**config.mk**
```make
export PLATFORM = sky130hd
export DESIGN_NAME = multi_cycle_control
export DESIGN_NICKNAME = d
export VERILOG_FILES = /design/src/rtl/mcc_pkg.sv /design/src/rtl/multi_cycle_control_alu_decode.sv /design/src/rtl/multi_cycle_control.sv
export SDC_FILE = /design/constraint.sdc
export NUM_CORES = 1
export LEC_CHECK = 0
export CORE_MARGIN = 1.5
export CORE_UTILIZATION = 28
export CTS_CLUSTER_DIAMETER = 30
export DETAILED_ROUTE_END_ITERATION = 16
export PLACE_DENSITY_LB_ADDON = 0.15
export REMOVE_ABC_BUFFERS = 1
export SLEW_MARGIN = 20
export SYNTH_ARGS = -nofsm -noshare
export SYNTH_HDL_FRONTEND = slang
export SYNTH_HIERARCHICAL = 1
export SYNTH_SLANG_ARGS = --single-unit
```
**constraint.sdc**
```tcl
create_clock -name Clock -period 2.8 [get_ports Clock]
set_input_delay 0.42 -clock Clock [delete_from_list [all_inputs] [get_ports Clock]]
set_output_delay 0.42 -clock Clock [all_outputs]
set_load 0.01 [all_outputs]
```
**src/rtl/mcc_pkg.sv**
```systemverilog
// Shared definitions for the multi-cycle MIPS controller: FSM states, ALU codes,
// opcode/funct values and ALU B-input select encodings.
package mcc_pkg;

    typedef enum logic [3:0] {
        S_FETCH,
        S_DECODE,
        S_EXEC_R,
        S_EXEC_I,
        S_WB_R,
        S_WB_I,
        S_ADDR,
        S_MEM_RD,
        S_MEM_WR,
        S_MEM_WB,
        S_BRANCH,
        S_HALT
    } state_t;

    localparam logic [3:0] ALU_ADD = 4'b0000;
    localparam logic [3:0] ALU_SUB = 4'b0001;
    localparam logic [3:0] ALU_AND = 4'b0010;
    localparam logic [3:0] ALU_OR  = 4'b0011;
    localparam logic [3:0] ALU_XOR = 4'b0100;
    localparam logic [3:0] ALU_SLL = 4'b0101;
    localparam logic [3:0] ALU_SRL = 4'b0110;
    localparam logic [3:0] ALU_LUI = 4'b0111;
    localparam logic [3:0] ALU_SRA = 4'b1000;

    localparam logic [5:0] OP_RTYPE = 6'b000000;
    localparam logic [5:0] OP_LW    = 6'b100011;
    localparam logic [5:0] OP_SW    = 6'b101011;
    localparam logic [5:0] OP_BEQ   = 6'b000100;
    localparam logic [5:0] OP_BNE   = 6'b000101;
    localparam logic [5:0] OP_ADDI  = 6'b001000;
    localparam logic [5:0] OP_ANDI  = 6'b001100;
    localparam logic [5:0] OP_ORI   = 6'b001101;
    localparam logic [5:0] OP_XORI  = 6'b001110;
    localparam logic [5:0] OP_LUI   = 6'b001111;

    localparam logic [5:0] FN_ADD = 6'b100000;
    localparam logic [5:0] FN_SUB = 6'b100010;
    localparam logic [5:0] FN_AND = 6'b100100;
    localparam logic [5:0] FN_OR  = 6'b100101;
    localparam logic [5:0] FN_XOR = 6'b100110;
    localparam logic [5:0] FN_SLL = 6'b000000;
    localparam logic [5:0] FN_SRL = 6'b000010;
    localparam logic [5:0] FN_SRA = 6'b000011;

    localparam logic [1:0] SRCB_REG     = 2'b00;
    localparam logic [1:0] SRCB_FOUR    = 2'b01;
    localparam logic [1:0] SRCB_IMM     = 2'b10;
    localparam logic [1:0] SRCB_IMM_SH2 = 2'b11;

endpackage

```
**src/rtl/multi_cycle_control_alu_decode.sv**
```systemverilog
// Combinational opcode/funct to ALU operation map, same encoding as the
// single-cycle controller; valid is low for anything unsupported.
module alu_decode
    import mcc_pkg::*;
(
    input  logic [5:0] opcode,
    input  logic [5:0] funct,
    output logic [3:0] alu_control,
    output logic       valid
);

    always_comb begin
        alu_control = ALU_ADD;
        valid       = 1'b1;
        if (opcode == OP_RTYPE) begin
            case (funct)
                FN_ADD:  alu_control = ALU_ADD;
                FN_SUB:  alu_control = ALU_SUB;
                FN_AND:  alu_control = ALU_AND;
                FN_OR:   alu_control = ALU_OR;
                FN_XOR:  alu_control = ALU_XOR;
                FN_SLL:  alu_control = ALU_SLL;
                FN_SRL:  alu_control = ALU_SRL;
                FN_SRA:  alu_control = ALU_SRA;
                default: valid = 1'b0;
            endcase
        end else begin
            case (opcode)
                OP_ADDI, OP_LW, OP_SW: alu_control = ALU_ADD;
                OP_BEQ, OP_BNE:        alu_control = ALU_SUB;
                OP_ANDI:               alu_control = ALU_AND;
                OP_ORI:                alu_control = ALU_OR;
                OP_XORI:               alu_control = ALU_XOR;
                OP_LUI:                alu_control = ALU_LUI;
                default:               valid = 1'b0;
            endcase
        end
    end

endmodule

```
**src/rtl/multi_cycle_control.sv**
```systemverilog
// Moore FSM sequencing the multi-cycle MIPS datapath over a shared memory port
// with a ready handshake and a per-request timeout that parks the FSM in HALT.
module multi_cycle_control
    import mcc_pkg::*;
#(
    parameter int unsigned MEM_WAIT_LIMIT = 16,
    parameter int unsigned WAIT_CNT_W     = 5
) (
    input  logic       Clock,
    input  logic       ResetN,
    input  logic [5:0] OperationCode,
    input  logic [5:0] Function,
    input  logic       Zero,
    input  logic       MemoryReady,
    output logic       IorD,
    output logic       MemoryRead,
    output logic       MemoryWrite,
    output logic       IRWrite,
    output logic       PCWrite,
    output logic       PCSource,
    output logic       ALUSourceA,
    output logic [1:0] ALUSourceB,
    output logic [3:0] ALUControl,
    output logic       RegisterDestination,
    output logic       MemoryToRegister,
    output logic       RegisterWrite,
    output logic       Retired,
    output logic       Illegal,
    output logic       Fault
);

    state_t                state, next_state;
    logic [WAIT_CNT_W-1:0] wait_cnt, wait_cnt_next, cnt_inc;
    logic                  limit_hit;
    logic [3:0]            dec_alu;
    logic                  dec_valid;

    alu_decode u_alu_decode (
        .opcode      (OperationCode),
        .funct       (Function),
        .alu_control (dec_alu),
        .valid       (dec_valid)
    );

    assign cnt_inc   = wait_cnt + WAIT_CNT_W'(1);
    assign limit_hit = (cnt_inc == WAIT_CNT_W'(MEM_WAIT_LIMIT));

    always_ff @(posedge Clock) begin
        if (!ResetN) begin
            state    <= S_FETCH;
            wait_cnt <= '0;
        end else begin
            state    <= next_state;
            wait_cnt <= wait_cnt_next;
        end
    end

    always_comb begin
        next_state          = state;
        wait_cnt_next       = '0;
        IorD                = 1'b0;
        MemoryRead          = 1'b0;
        MemoryWrite         = 1'b0;
        IRWrite             = 1'b0;
        PCWrite             = 1'b0;
        PCSource            = 1'b0;
        ALUSourceA          = 1'b0;
        ALUSourceB          = SRCB_REG;
        ALUControl          = ALU_ADD;
        RegisterDestination = 1'b0;
        MemoryToRegister    = 1'b0;
        RegisterWrite       = 1'b0;
        Retired             = 1'b0;
        Illegal             = 1'b0;
        Fault               = 1'b0;

        case (state)
            S_FETCH: begin
                MemoryRead = 1'b1;
                ALUSourceB = SRCB_FOUR;
                if (MemoryReady) begin
                    IRWrite    = 1'b1;
                    PCWrite    = 1'b1;
                    next_state = S_DECODE;
                end else if (limit_hit) begin
                    next_state = S_HALT;
                end else begin
                    wait_cnt_next = cnt_inc;
                end
            end
            S_DECODE: begin
                ALUSourceB = SRCB_IMM_SH2;
                case (OperationCode)
                    OP_RTYPE:       next_state = S_EXEC_R;
                    OP_LW, OP_SW:   next_state = S_ADDR;
                    OP_BEQ, OP_BNE: next_state = S_BRANCH;
                    OP_ADDI, OP_ANDI, OP_ORI, OP_XORI, OP_LUI:
                                    next_state = S_EXEC_I;
                    default: begin
                        Illegal    = 1'b1;
                        next_state = S_FETCH;
                    end
                endcase
            end
            S_EXEC_R: begin
                ALUSourceA = 1'b1;
                ALUSourceB = SRCB_REG;
                ALUControl = dec_valid ? dec_alu : ALU_ADD;
                if (dec_valid) begin
                    next_state = S_WB_R;
                end else begin
                    Illegal    = 1'b1;
                    next_state = S_FETCH;
                end
            end
            S_EXEC_I: begin
                ALUSourceA = 1'b1;
                ALUSourceB = SRCB_IMM;
                ALUControl = dec_alu;
                next_state = S_WB_I;
            end
            S_WB_R: begin
                RegisterWrite       = 1'b1;
                RegisterDestination = 1'b1;
                Retired             = 1'b1;
                next_state          = S_FETCH;
            end
            S_WB_I: begin
                RegisterWrite = 1'b1;
                Retired       = 1'b1;
                next_state    = S_FETCH;
            end
            S_ADDR: begin
                ALUSourceA = 1'b1;
                ALUSourceB = SRCB_IMM;
                next_state = (OperationCode == OP_LW) ? S_MEM_RD : S_MEM_WR;
            end
            S_MEM_RD: begin
                IorD       = 1'b1;
                MemoryRead = 1'b1;
                if (MemoryReady) begin
                    next_state = S_MEM_WB;
                end else if (limit_hit) begin
                    next_state = S_HALT;
                end else begin
                    wait_cnt_next = cnt_inc;
                end
            end
            S_MEM_WR: begin
                IorD        = 1'b1;
                MemoryWrite = 1'b1;
                if (MemoryReady) begin
                    Retired    = 1'b1;
                    next_state = S_FETCH;
                end else if (limit_hit) begin
                    next_state = S_HALT;
                end else begin
                    wait_cnt_next = cnt_inc;
                end
            end
            S_MEM_WB: begin
                RegisterWrite    = 1'b1;
                MemoryToRegister = 1'b1;
                Retired          = 1'b1;
                next_state       = S_FETCH;
            end
            S_BRANCH: begin
                ALUSourceA = 1'b1;
                ALUSourceB = SRCB_REG;
                ALUControl = ALU_SUB;
                PCSource   = 1'b1;
                PCWrite    = Zero ^ (OperationCode == OP_BNE);
                Retired    = 1'b1;
                next_state = S_FETCH;
            end
            S_HALT: begin
                Fault = 1'b1;
            end
            default: next_state = S_FETCH;
        endcase

        // Outputs are forced quiet while reset is held, so FETCH's read request
        // only appears once the controller is actually running.
        if (!ResetN) begin
            IorD                = 1'b0;
            MemoryRead          = 1'b0;
            MemoryWrite         = 1'b0;
            IRWrite             = 1'b0;
            PCWrite             = 1'b0;
            PCSource            = 1'b0;
            ALUSourceA          = 1'b0;
            ALUSourceB          = SRCB_REG;
            ALUControl          = ALU_ADD;
            RegisterDestination = 1'b0;
            MemoryToRegister    = 1'b0;
            RegisterWrite       = 1'b0;
            Retired             = 1'b0;
            Illegal             = 1'b0;
            Fault               = 1'b0;
        end
    end

endmodule

```
==> qor.csv <==
metric,value,unit
outcome,"complete, no violations",
synth-seq-cells,9,
detail-route-antenna-nets,0,
dr.pass1.iters,4,
layout-area-overhead-vs-synth,52.9,%
grt_pass1_vias,1393,
antenna_found_initial,0,
seq_area,180,um2
synthDistinctLibCells,55,
max_freq,0.378,GHz
fin_nets,242,
crit_path_cell_trace,clkdlybuf4s50_1 > nand3b_1 > a2111oi_4 > o21ai_1 > nor3_1 > buf_4 > and2_1 > buf_2,
cp.required,2380,ps
synth_warnings,6,
groute.usage.overall,16.5,%
multiInputGateArea,915,um2
root_buffer,clkbuf_8,
wl_per_cell,12.9,um
die_w,67.1,um
worst_skew_pair.late_latency,230,ps
cap_violations,0,
synth_ff_type,dfxtp_1,
synth_top_area_share,15.7,%
fin_skew,1.46,ps
avgViaCountPerCell,5.18,
finalCritPeriodShare,94.4,%
clk_path_buf_depth,2,
placed_cell_area,0.00170,mm2
fin_area,0.00176,mm2
drcViolationCount,0,
rsz0062_at_grt,no,
cts_setup_buffers,0,
cp.arrival,2220,ps
grt_pass1_wl,5870,um
dp_hpwl,2740,um
seq_area_frac_synth,15.7,%
grt-ovfl-total,0,
period_needed,2640,ps
synth_edf_count,0,
ctsHoldBuffers,0,
yosys.area.top_type,dfxtp_1,
worstSetupPathType,input port to output pin,
worstSetupEndpointType,output pin,
cts_num_sinks,9,
ir_drop,0.105,mV
critPathMaxFanout,5,
p_leak,0.755,nW
drive_gt1_share,21.9,%
async_flop_share,0,%
num_io_pins,35,
diodes,0,
gp_congestion,0.885,
synthTopCellsByArea,"dfxtp_1, nor2_1, nand3_1",
clk_transition_reported_paths,40,ps
vias,1419,
worst_pin_slew,662,ps
numCtsBuffers,3,
die-height,67.1,um
final_core_util,44.2,%
hold_viol,0,
synth_area,0.00115,mm2
slowest_stage,clkdlybuf4s50_1,
relSlewSlack,55.8,%
syn_avg_cell_area,6.80,um2
io_buffers,34,
coreArea,0.00397,mm2
initial_core_util,28.9,%
power_density,243,mW/mm2
htree_levels,1,
die_area,0.00450,mm2
pre_cts_ws,-423,ps
hold_class,flip-flop to flip-flop,
setup_violations,0,
max_stage_delay,500,ps
nFillCells,417,
syn_inst,169,
wl,3540,um
grt_max_degree,21,
setup_tns,0,ps
cp-start-kind,input port,
fin_ws,157,ps
cts_tree,built,
report.final.slew_viol_count,0,
rows,23,
drt_first_iter_violations,39,
-- area by class of cell --
cell class	instances	area share, %
multi-input cells	144	52.1
repair buffers	61	30.2
flip-flops and latches	9	10.3
well taps	50	3.56
clock buffers	3	2.35
inverters	6	1.28
clock inverters	1	0.285
-- registers in the layout, summed over array words and instances, names as in the netlist --
name and count:
state 4, wait_cnt 5
-- cell usage after synthesis, types with 2 or more instances --
library cell / n
nor2_1: 24
nand2_1: 15
nand3_1: 14
dfxtp_1: 9
nor3_1: 7
a21oi_1: 6
nand2b_1: 6
o21ai_0: 6
inv_1: 5
and2_1: 4
buf_2: 4
nand4_1: 4
nor2b_1: 4
a21o_1: 3
clkbuf_1: 3
nor4_1: 3
a31oi_1: 2
a32o_1: 2
and3_1: 2
buf_4: 2
mux2i_1: 2
nand3b_1: 2
nor3_2: 2
o211ai_1: 2
o21a_1: 2
o21ai_1: 2
or3_1: 2
xnor2_1: 2
xor2_1: 2
-- what timing repair did --
item                       CTS  global route
cloned                       0             0
gates resized for setup     24             7
setup endpoints to repair    5             5
pin swaps                    5             5
-- cell families after synthesis --
| group | share of synthesized area, % |
|---|---|
| simple gates | 48.0 |
| buf+inv | 6.97 |
| mux | 1.74 |
| xor+xnor | 3.05 |
| flops | 15.7 |
| fa+ha+maj | 1.96 |
| compound gates | 22.6 |
-- critical path: cells and delay by family --
kind,cells,cell delay (ps)
AO/OA/AOI/OAI,2,510
AND/OR/NAND/NOR,3,510
buffers and inverters,3,770
-- path summary, 6_finish.rpt --
path	startpoint	depth (start not counted)	slack, ps	to
hold / removal	wait_cnt[0]	1	480	wait_cnt[0]
setup / recovery	OperationCode[2]	8	160	ALUControl[3]
setup reg to reg	state[0]	5	1020	wait_cnt[4]
hold reg to reg	wait_cnt[0]	1	480	wait_cnt[0]
-- routing by layer --
metal  vias up  wire (um)  track usage [%]  share of wire (%)
met5         -          0                0                  0
met4         0          8             5.10               0.23
met3         2        118             1.69                3.3
met2        31       1830             30.2                 52
met1       660       1590             19.9                 45
li1        726          -                -                  -
-- where the power goes --
group          total [mW]  leakage [nW]  switching, mW  internal (mW)
Clock               0.146        0.0255         0.0488         0.0967
Sequential          0.140        0.0730        0.00835          0.131
Combinational       0.142         0.656         0.0662         0.0755
Total               0.427         0.755          0.123          0.304
-- per-stage QoR --
step                hold WS, ps  instances  power, mW
floorplan                   437        159      0.191
global placement            452        270      0.278
detailed placement          486        270      0.280
CTS                         497        274      0.431
global route                518        274      0.459
finish                      481        274      0.427
-- cell usage in the layout, fill, tap and decap left out, types with 3 or more instances in the layout --
cell type	count
a21o_1	3
a21oi_1	6
and2_1	4
buf_2	5
buf_4	27
clkbuf_8	3
clkdlybuf4s50_1	24
dfxtp_1	9
dlymetal6s2s_1	5
inv_1	4
nand2_1	15
nand2b_1	5
nand3_1	14
nand4_1	4
nor2_1	24
nor2b_1	4
nor3_1	7
nor4_1	3
o21ai_0	5
o21ai_1	3
Note: power is estimated with default switching activity, not from simulation.
